--- config.mk ---
export PLATFORM = sky130hd
export DESIGN_NAME = mem_stage
export DESIGN_NICKNAME = d
export VERILOG_FILES = /design/src/rtl/mem_stage.sv
export SDC_FILE = /design/constraint.sdc
export NUM_CORES = 1
export LEC_CHECK = 0
export ABC_AREA = 1
export BUFFER_PORTS_ARGS = -buffer_cell sky130_fd_sc_hd__buf_2
export CAP_MARGIN = 10
export CORE_AREA = 2 2 124 126
export DETAILED_ROUTE_END_ITERATION = 6
export DIE_AREA = 0 0 126 128
export PLACE_DENSITY = 0.67
export SLEW_MARGIN = 40
export SYNTH_ARGS = -nofsm -noshare
export SYNTH_HDL_FRONTEND = slang
export SYNTH_SLANG_ARGS = --single-unit
--- constraint.sdc ---
create_clock -name i_clk -period 1.5 [get_ports i_clk]
set_input_delay 0.225 -clock i_clk [delete_from_list [all_inputs] [get_ports i_clk]]
set_output_delay 0.225 -clock i_clk [all_outputs]
set_load 0.01 [all_outputs]
--- src/rtl/mem_stage.sv ---
// Pipeline memory stage: branch resolution, data-memory request/ack handshake
// with a bounded wait, and the MEM/WB pipeline register.
module mem_stage #(
   parameter int unsigned TIMEOUT = 64
) (
   input  logic        i_clk,
   input  logic        i_rst,

   input  logic        i_con_mem_branch,
   input  logic        i_con_mem_memread,
   input  logic        i_con_mem_memwrite,
   input  logic        i_con_wb_memtoreg,
   input  logic        i_con_wb_regwrite,
   input  logic [31:0] i_data_AddRst,
   input  logic        i_con_Zero,
   input  logic [31:0] i_data_ALU_Rst,
   input  logic [31:0] i_data_rt,
   input  logic [4:0]  i_addr_MuxRst,

   output logic        o_con_PCSrc,
   output logic [31:0] o_addr_PCBranch,
   output logic        o_con_stall,

   output logic        o_dmem_req,
   output logic        o_dmem_we,
   output logic [31:0] o_dmem_addr,
   output logic [31:0] o_dmem_wdata,
   input  logic        i_dmem_ack,
   input  logic [31:0] i_dmem_rdata,

   output logic        o_con_wb_regwrite,
   output logic        o_con_wb_memtoreg,
   output logic [31:0] o_data_ReadData,
   output logic [31:0] o_data_ALU_Rst,
   output logic [4:0]  o_addr_WriteReg,

   output logic        o_err_align,
   output logic        o_err_timeout
);

   // state | meaning
   // IDLE  | no access outstanding; MEM/WB follows EX/MEM on non-stall cycles
   // BUSY  | data-memory request outstanding, waiting for ack or timeout
   typedef enum logic {
      ST_IDLE = 1'b0,
      ST_BUSY = 1'b1
   } state_t;

   localparam logic [7:0] CNT_LAST = 8'(TIMEOUT - 1);

   state_t      state_q,    state_d;
   logic [7:0]  cnt_q,      cnt_d;
   logic        req_q,      req_d;
   logic        we_q,       we_d;
   logic [31:0] addr_q,     addr_d;
   logic [31:0] wdata_q,    wdata_d;
   logic        regwrite_q, regwrite_d;
   logic        memtoreg_q, memtoreg_d;
   logic [31:0] rdata_q,    rdata_d;
   logic [31:0] alu_q,      alu_d;
   logic [4:0]  wreg_q,     wreg_d;
   logic        err_align_q,   err_align_d;
   logic        err_timeout_q, err_timeout_d;

   logic mem_op;
   logic aligned;
   logic timeout_hit;
   logic stall;

   assign mem_op      = i_con_mem_memread | i_con_mem_memwrite;
   assign aligned     = (i_data_ALU_Rst[1:0] == 2'b00);
   assign timeout_hit = (cnt_q == CNT_LAST);

   assign o_con_PCSrc     = i_con_mem_branch & i_con_Zero;
   assign o_addr_PCBranch = i_data_AddRst;

   always_comb begin
      state_d       = state_q;
      cnt_d         = cnt_q;
      req_d         = req_q;
      we_d          = we_q;
      addr_d        = addr_q;
      wdata_d       = wdata_q;
      err_timeout_d = err_timeout_q;
      err_align_d   = 1'b0;
      stall         = 1'b0;
      // MEM/WB falls back to a bubble unless an instruction retires this cycle
      regwrite_d    = 1'b0;
      memtoreg_d    = 1'b0;
      rdata_d       = 32'h0;
      alu_d         = 32'h0;
      wreg_d        = 5'h0;

      if (state_q == ST_IDLE) begin
         if (!mem_op) begin
            regwrite_d = i_con_wb_regwrite;
            memtoreg_d = i_con_wb_memtoreg;
            alu_d      = i_data_ALU_Rst;
            wreg_d     = i_addr_MuxRst;
         end else if (aligned) begin
            stall   = 1'b1;
            state_d = ST_BUSY;
            cnt_d   = 8'h0;
            req_d   = 1'b1;
            we_d    = i_con_mem_memwrite;
            addr_d  = i_data_ALU_Rst;
            wdata_d = i_data_rt;
         end else begin
            err_align_d = 1'b1;
         end
      end else begin
         if (i_dmem_ack) begin
            state_d    = ST_IDLE;
            req_d      = 1'b0;
            regwrite_d = i_con_wb_regwrite;
            memtoreg_d = i_con_wb_memtoreg;
            alu_d      = i_data_ALU_Rst;
            wreg_d     = i_addr_MuxRst;
            rdata_d    = i_con_mem_memwrite ? 32'h0 : i_dmem_rdata;
         end else if (timeout_hit) begin
            state_d       = ST_IDLE;
            req_d         = 1'b0;
            err_timeout_d = 1'b1;
         end else begin
            stall = 1'b1;
            cnt_d = cnt_q + 8'd1;
         end
      end
   end

   always_ff @(posedge i_clk) begin
      if (i_rst) begin
         state_q       <= ST_IDLE;
         cnt_q         <= 8'h0;
         req_q         <= 1'b0;
         we_q          <= 1'b0;
         addr_q        <= 32'h0;
         wdata_q       <= 32'h0;
         regwrite_q    <= 1'b0;
         memtoreg_q    <= 1'b0;
         rdata_q       <= 32'h0;
         alu_q         <= 32'h0;
         wreg_q        <= 5'h0;
         err_align_q   <= 1'b0;
         err_timeout_q <= 1'b0;
      end else begin
         state_q       <= state_d;
         cnt_q         <= cnt_d;
         req_q         <= req_d;
         we_q          <= we_d;
         addr_q        <= addr_d;
         wdata_q       <= wdata_d;
         regwrite_q    <= regwrite_d;
         memtoreg_q    <= memtoreg_d;
         rdata_q       <= rdata_d;
         alu_q         <= alu_d;
         wreg_q        <= wreg_d;
         err_align_q   <= err_align_d;
         err_timeout_q <= err_timeout_d;
      end
   end

   assign o_con_stall       = stall;
   assign o_dmem_req        = req_q;
   assign o_dmem_we         = we_q;
   assign o_dmem_addr       = addr_q;
   assign o_dmem_wdata      = wdata_q;
   assign o_con_wb_regwrite = regwrite_q;
   assign o_con_wb_memtoreg = memtoreg_q;
   assign o_data_ReadData   = rdata_q;
   assign o_data_ALU_Rst    = alu_q;
   assign o_addr_WriteReg   = wreg_q;
   assign o_err_align       = err_align_q;
   assign o_err_timeout     = err_timeout_q;

endmodule

==> results.ini, run 1 <==
[detailed_routing]
antenna_left = 0
first_iter_violations = 158
dr.pass1.iters = 7
drc = 0
viasPerCell = 4.29
totalWireLength_mm = 13.2
vias = 4531
post_drt_wl_per_cell_um = 12.5

[sta]
fmax_ghz = 0.609
layout_setup_ws_ns = -0.141
hold_slack_ns = 0.0268
drv_slew = 0
relSlewSlack_pct = 71.9
hold_viol = 0
min_period_over_period_pct = 109
worst_pin_slew_ns = 0.421
post-route-min-period_ns = 1.64
finClkSkew_ns = 0.00363
setup_viol = 1
rsz0062_at_grt = true

[grt]
gr-usage-all-layers_pct = 16.0
grt_max_degree = 66
globalRouteOverflowTotal = 0
antenna_found_initial = 0
grt_pass1_vias = 4237
grt_pass1_wl_mm = 20.5

[synthesis]
ys_seq_area_share_pct = 57.5
synth.net_count = 759
syn_inst = 616
synth.distinct_cells = 24
synth_top_family_by_area = simple AND/OR/NAND/NOR gates
synth_xor_area_share_pct = 0
ys_ff_latch = 148
synth_area_sq_um = 5160
yosys_warnings = 0
synth-compound-area-share_pct = 10.1
muxShareOfSynthArea_pct = 0
avgSynthCellArea_sq_um = 8.37
synthSimpleGateAreaFrac_pct = 17.1
synth_fa_ha_area_share_pct = 0.243

[die]
core_area_sq_um = 14900
die_w_um = 126
die-area_sq_um = 16100
start_util_pct = 34.7
io-pin-count = 315
die_h_um = 128
row_count = 45

[place]
dp_slack_ns = 0.0575
io_buffers = 250
hpwl_mm = 9.18
place_congestion = 0.785

[finish]
nets = 998
seq_area_sq_um = 2970
drive_above_1_share_pct = 37.4
area_growth_pct = 39.1
final_common_cell = buf_2
antennaDiodeCount = 0
final_cell_mix = buf_2, dfxtp_1, nand2_1, inv_1, nor2_1
multi_input_area_sq_um = 1460
nFillCells = 1500

[critical_path]
startpoint_type = flop
ff2ff_setup_slack_ns = 0.05
end_kind = primary output
cp.required_ns = 1.27
cp_data_arrival_time_ns = 1.42
crit_type = flop to primary output
cp_max_fo = 2

[pwr]
powerDensity_nw_per_um2 = 1280
p_leak_nw = 3.86
vdd_ir_drop_max_mv = 0.650

[clock_tree]
clk_latency_ns = 0.41
clk_path_buf_depth = 2
htree_num_levels = 4
cts_tree = done
clkSinkCount = 148
clockRootBuffer = clkbuf_16
cts_buffers = 17
cts.clk_slew.worst_paths_ns = 0.06

[status]
outcome = finished with violations
violations = negative setup slack

[worst_hold_path]
holdCritPathClass = input port to flop

[run]
cap_violations = 0

-- synthesized netlist by cell type (all sizes together) --
cell / number / area, sq um
o21ai: 32 / 160
ha: 1 / 12.5
o21a: 2 / 15.0
dfxtp: 148 / 2960
nor4: 1 / 6.26
nand4: 1 / 6.26
clkbuf: 6 / 22.5
nor3: 1 / 5.00
a21oi: 69 / 345
inv: 92 / 345
buf: 56 / 413
nand3: 15 / 92.6
nand2: 107 / 425
nor2: 85 / 344
-- repair_timing --
item,CTS,global route
pin swaps,4,6
endpoints found under the hold margin,7,0
hold buffers,7,0
setup buffers,8,6
resized for setup,8,9
setup endpoints to repair,1,3
-- through the flow --
stage | instance area (sq um) | total power, mW | cells | util, % | setup TNS, ns
finish | 7170 | 9.21 | 1056 | 48.3 | -0.141
global route | 7170 | 9.61 | 1056 | 48.3 | -0.333
CTS | 7100 | 9.35 | 1050 | 47.8 | -0.183
detailed placement | 6330 | 4.98 | 1003 | 42.6 | 0
global placement | 6330 | 4.97 | 1003 | 42.6 | 0
floorplan | 5160 | 4.70 | 616 | - | 0
-- per-layer routing --
| metal | GRT usage, % | vias to the layer above | share of wire [%] |
|---|---|---|---|
| met5 | 0 | - | 0 |
| met4 | 6.33 | 0 | 2.0 |
| met3 | 6.34 | 23 | 7.8 |
| met2 | 27.2 | 171 | 49 |
| met1 | 18.2 | 2017 | 41 |
| li1 | - | 2320 | - |
-- layout make-up --
class                           count  area share, %
Sequential cell                   148           41.3
Timing Repair Buffer              282           21.6
Multi-Input combinational cell    314           20.3
Clock buffer                       26           7.24
Inverter                           92           4.92
Tap cell                          188           3.28
Clock inverter                      6           1.27
-- flip-flops by register name, summed over array words and instances (netlist names) --
name and count:
o_addr_WriteReg 5, o_err_timeout 1, o_dmem_wdata 32, o_data_ReadData 32, o_dmem_req 1, o_err_align 1, o_dmem_addr 32, o_con_wb_regwrite 1
o_dmem_we 1, o_data_ALU_Rst 32, o_con_wb_memtoreg 1, cnt_q 8, state_q 1
-- logic make-up after synthesis --
family | Yosys count
flip-flops | 148
buffers and inverters | 154
AO/OA/AOI/OAI | 103
AND/OR/NAND/NOR | 210
adder cells (fa/ha/maj) | 1
-- report_power, final --
part           total, mW  internal (mW)  switching [mW]
clock network       4.28           2.72            1.56
registers           4.14           4.08          0.0573
logic              0.795          0.348           0.447
total               9.21           7.15            2.07
-- critical path: stages (launching register included) --
cell and delay [ns]:
dfxtp_2 0.35, ha_4 0.16, nand2_4 0.06, nor2_4 0.12
nand3_4 0.09, nand2_4 0.08, inv_4 0.04, buf_6 0.11
-- final timing paths --
kind	startpoint	cells after the start	endpoint
worst max-delay path	cnt_q[0]$_SDFFE_PP0P_	7	o_con_stall
worst min-delay path	i_dmem_rdata[0]	3	o_data_ReadData[0]$_SDFF_PP0_
worst max register to register	cnt_q[0]$_SDFFE_PP0P_	11	cnt_q[5]$_SDFFE_PP0P_
worst min register to register	o_dmem_addr[1]$_SDFFE_PP0P_	2	o_dmem_addr[1]$_SDFFE_PP0P_
Power figures use the tool's default switching activity.
==> run 2, diff against run 1 <==
--- a/config.mk
+++ b/config.mk
@@ -5,13 +5,12 @@
 export SDC_FILE = /design/constraint.sdc
 export NUM_CORES = 1
 export LEC_CHECK = 0
-export ABC_AREA = 1
 export BUFFER_PORTS_ARGS = -buffer_cell sky130_fd_sc_hd__buf_2
 export CAP_MARGIN = 10
-export CORE_AREA = 2 2 124 126
+export CORE_AREA = 2 2 122 124
 export DETAILED_ROUTE_END_ITERATION = 6
-export DIE_AREA = 0 0 126 128
-export PLACE_DENSITY = 0.67
+export DIE_AREA = 0 0 124 126
+export PLACE_DENSITY = 0.72
 export SLEW_MARGIN = 40
 export SYNTH_ARGS = -nofsm -noshare
 export SYNTH_HDL_FRONTEND = slang
==> run 2 against run 1 <==
The flow still finishes with violations (negative setup slack). Via count is 2.1% lower. Synthesized cell count fell by 13%. Synthesized area decreased by 2.5%. Combinational power shrank 7.7%. Total power is 1.3% lower. Sequential power shrank 1%. Global-route usage increased by 1.1 points.
==> results.ini, run 2 <==
[status]
outcome = finished with violations
violations = negative setup slack

[pwr]
switching_power_mw = 2.14  ; +3.8%
vdd_ir_drop_max_mv = 0.680  ; +4.6%
clock_power_share_pct = 46.9  ; +0.4 points
p_leak_nw = 3.47  ; -10%
power_frac_comb_pct = 8.1  ; -0.5 points
p_seq_share_pct = 45.1  ; +0.2 points
p_sw_share_pct = 23.6  ; +1.2 points
powerDensity_nw_per_um2 = 1230  ; -3.9%
p_int_mw = 6.95  ; -2.8%

[synthesis]
synth_area_leaders = dfxtp_1, nand2_1, and2_1
synth_edf_count = 0  ; unchanged
synth.net_count = 676  ; -11%
synthArstFlopShare_pct = 0  ; unchanged
synth_top_cell_area_share_pct = 58.9  ; +1.5 points
syn_inst = 533  ; -13%
ys_ff_latch = 148  ; unchanged
avgSynthCellArea_sq_um = 9.43  ; +13%
synthTopCellsByCount = dfxtp_1, nand2_1, and2_1, a21oi_1, buf_4
synth_area_sq_um = 5030  ; -2.5%
synth.distinct_cells = 41  ; +71%
ys.flop_type = dfxtp_1
yosys_warnings = 0  ; unchanged
synth.most_common_cell = dfxtp_1
ys_seq_area_share_pct = 58.9  ; +1.5 points
yosysTopAreaCell = dfxtp_1

[place]
place_congestion = 0.783  ; -0.27%
io_buffers = 250  ; unchanged
place_inst = 921  ; -8.2%
dp_slack_ns = 0.0116  ; -0.0459 ns
hpwl_mm = 9.68  ; +5.5%

[grt]
antenna_found_initial = 0  ; unchanged
grt_pass1_vias = 4187  ; -1.2%
grt_pass1_wl_mm = 20.4  ; -0.67%
grt_max_degree = 63  ; -4.5%
gr-usage-all-layers_pct = 17.1  ; +1.1 points
globalRouteOverflowTotal = 0  ; unchanged

[detailed_routing]
totalWireLength_mm = 13.6  ; +3.2%
drc = 0  ; unchanged
post_drt_wl_per_cell_um = 13.8  ; +9.9%
first_iter_violations = 177  ; +12%
viasPerCell = 4.47  ; +4.3%
antenna_left = 0  ; unchanged
vias = 4434  ; -2.1%
dr.pass1.iters = 6  ; -1

[clock_tree]
htree_num_levels = 4  ; unchanged
cts_tree = done
clockRootBuffer = clkbuf_16
clk_latency_ns = 0.41  ; about the same
clkSinkCount = 148  ; unchanged
cts.clk_slew.worst_paths_ns = 0.06  ; about the same
clk_path_buf_depth = 2  ; unchanged
cts_buffers = 17  ; unchanged

[finish]
final_common_cell = buf_2
stdcell_count = 991  ; -6.2%
antennaDiodeCount = 0  ; unchanged
area_growth_pct = 46.6
drive_above_1_share_pct = 41.0  ; +3.6 points
final_cell_mix = buf_2, dfxtp_1, nand2_1, and2_1, a21oi_1
nets = 937  ; -6.1%

[sta]
relSlewSlack_pct = 78.0  ; +6.0 points
finClkSkew_ns = 0.00546  ; +0.00184 ns
setup_viol = 1  ; unchanged
worst_pin_slew_ns = 0.329  ; -0.0916 ns
rsz0062_at_grt = true
post-route-min-period_ns = 1.63  ; -0.0152 ns
hold_viol = 0  ; unchanged
layout_setup_ws_ns = -0.126  ; +0.0152 ns
hold_slack_ns = 0.0177  ; -0.00915 ns
min_period_over_period_pct = 108  ; -1.0 points
fmax_ghz = 0.615  ; +0.94%
drv_slew = 0  ; unchanged

[die]
die_w_um = 124  ; -1.6%
row_count = 44  ; -2.2%
die-area_sq_um = 15600  ; -3.1%
die_h_um = 126  ; -1.6%
start_util_pct = 35.1  ; +0.43 points
io-pin-count = 315  ; unchanged
core_area_sq_um = 14300  ; -3.7%

[worst_hold_path]
hp-start = i_dmem_rdata[12]
holdCritPathClass = input port to flop
whs_endpoint = o_data_ReadData[12]$_SDFF_PP0_
hold_depth = 2  ; -1

[critical_path]
reg2reg_to = cnt_q[6]$_SDFFE_PP0P_
startpoint_type = flop
ff2ff_setup_slack_ns = 0.01  ; -0.04 ns
cp_max_fo = 2  ; unchanged
r2r_start = state_q$_SDFF_PP0_
end_kind = primary output
cp_data_arrival_time_ns = 1.40  ; -0.02 ns
r2r_cells = 5  ; -6
crit_type = flop to primary output
cp.required_ns = 1.27  ; about the same

[run]
cap_violations = 0  ; unchanged

==> run 2: changes by cell type after synthesis, sizes merged, moves of 2 or more <==
cell,change
nor2,-76
clkbuf,+8
nand4b,+3
o21ai,-29
nand2,+25
o311ai,+2
nand3,-11
nor3b,+3
a311oi,+2
and2b,+2
inv,-91
and2,+73
buf,-7
==> run 2: power groups by stage <==
stage	clock [mW]	sequential, mW	combinational [mW]
CTS	4.37	4.10	0.741
detailed placement	0	4.18	0.670
floorplan	0	4.24	0.328
global route	4.56	4.11	0.812
global placement	0	4.18	0.663
finish	4.26	4.10	0.734
==> run 2: how the worst max path moves through the flow <==
| stage | startpoint | end | slack (ns) | cells after the start |
|---|---|---|---|---|
| after floorplan | cnt_q[0]$_SDFFE_PP0P_ | cnt_q[6]$_SDFFE_PP0P_ | 0.06 | 5 |
| after global placement | cnt_q[1]$_SDFFE_PP0P_ | cnt_q[6]$_SDFFE_PP0P_ | 0.03 | 5 |
| after detailed placement | cnt_q[1]$_SDFFE_PP0P_ | cnt_q[6]$_SDFFE_PP0P_ | 0.01 | 5 |
| after CTS | cnt_q[7]$_SDFFE_PP0P_ | o_con_stall | -0.14 | 4 |
| after global routing | cnt_q[7]$_SDFFE_PP0P_ | o_con_stall | -0.19 | 4 |
| final | cnt_q[1]$_SDFFE_PP0P_ | o_con_stall | -0.13 | 5 |
==> run 2: metrics by stage <==
stage	total power, mW	setup TNS [ns]	utilization, %	area, sq um
finish	9.09	-0.126	51.5	7370
global route	9.48	-0.223	51.5	7370
CTS	9.20	-0.141	51.2	7330
detailed placement	4.85	0	44.2	6330
global placement	4.84	0	44.2	6330
floorplan	4.57	0	-	5030
==> run 2: final cells by class <==
type / count / area, sq um
inverter: 1 / 3.75
fill: 1348 / 6940
sequential: 148 / 2970
clock inverter: 14 / 164
tap: 184 / 230
timing repair buffer: 305 / 1820
clock buffer: 18 / 439
multi-input combinational: 321 / 1740
==> run 2: what timing repair did <==
item / CTS / global route
buffers inserted: 7 / 2
gates resized for setup: 14 / 5
setup endpoints to repair: 2 / 3
pin swaps: 5 / 0
hold buffers: 29 / 0
endpoints found under the hold margin: 29 / 0
==> run 2: logic make-up after synthesis <==
logic type,count (synthesis),synth area share (%)
buffers and inverters,64,7.84
adders and majority gates,1,0.249
DFF,148,58.9
AOI/OAI and AO/OA,82,9.41
and+or+nand+nor,238,23.6
==> run 2: critical path, stage by stage (launching register included) <==
cell	delay, ns
dfxtp_2	0.36
ha_4	0.16
nand3_4	0.09
o21ai_4	0.18
nand2_4	0.07
buf_6	0.13
==> run 2: per-layer routing <==
layer / vias up / routed length, um / GRT usage, %
met5: - / 0 / 0
met4: 0 / 365 / 8.06
met3: 46 / 1140 / 6.07
met2: 172 / 7110 / 30.7
met1: 2003 / 5010 / 17.5
li1: 2213 / - / -
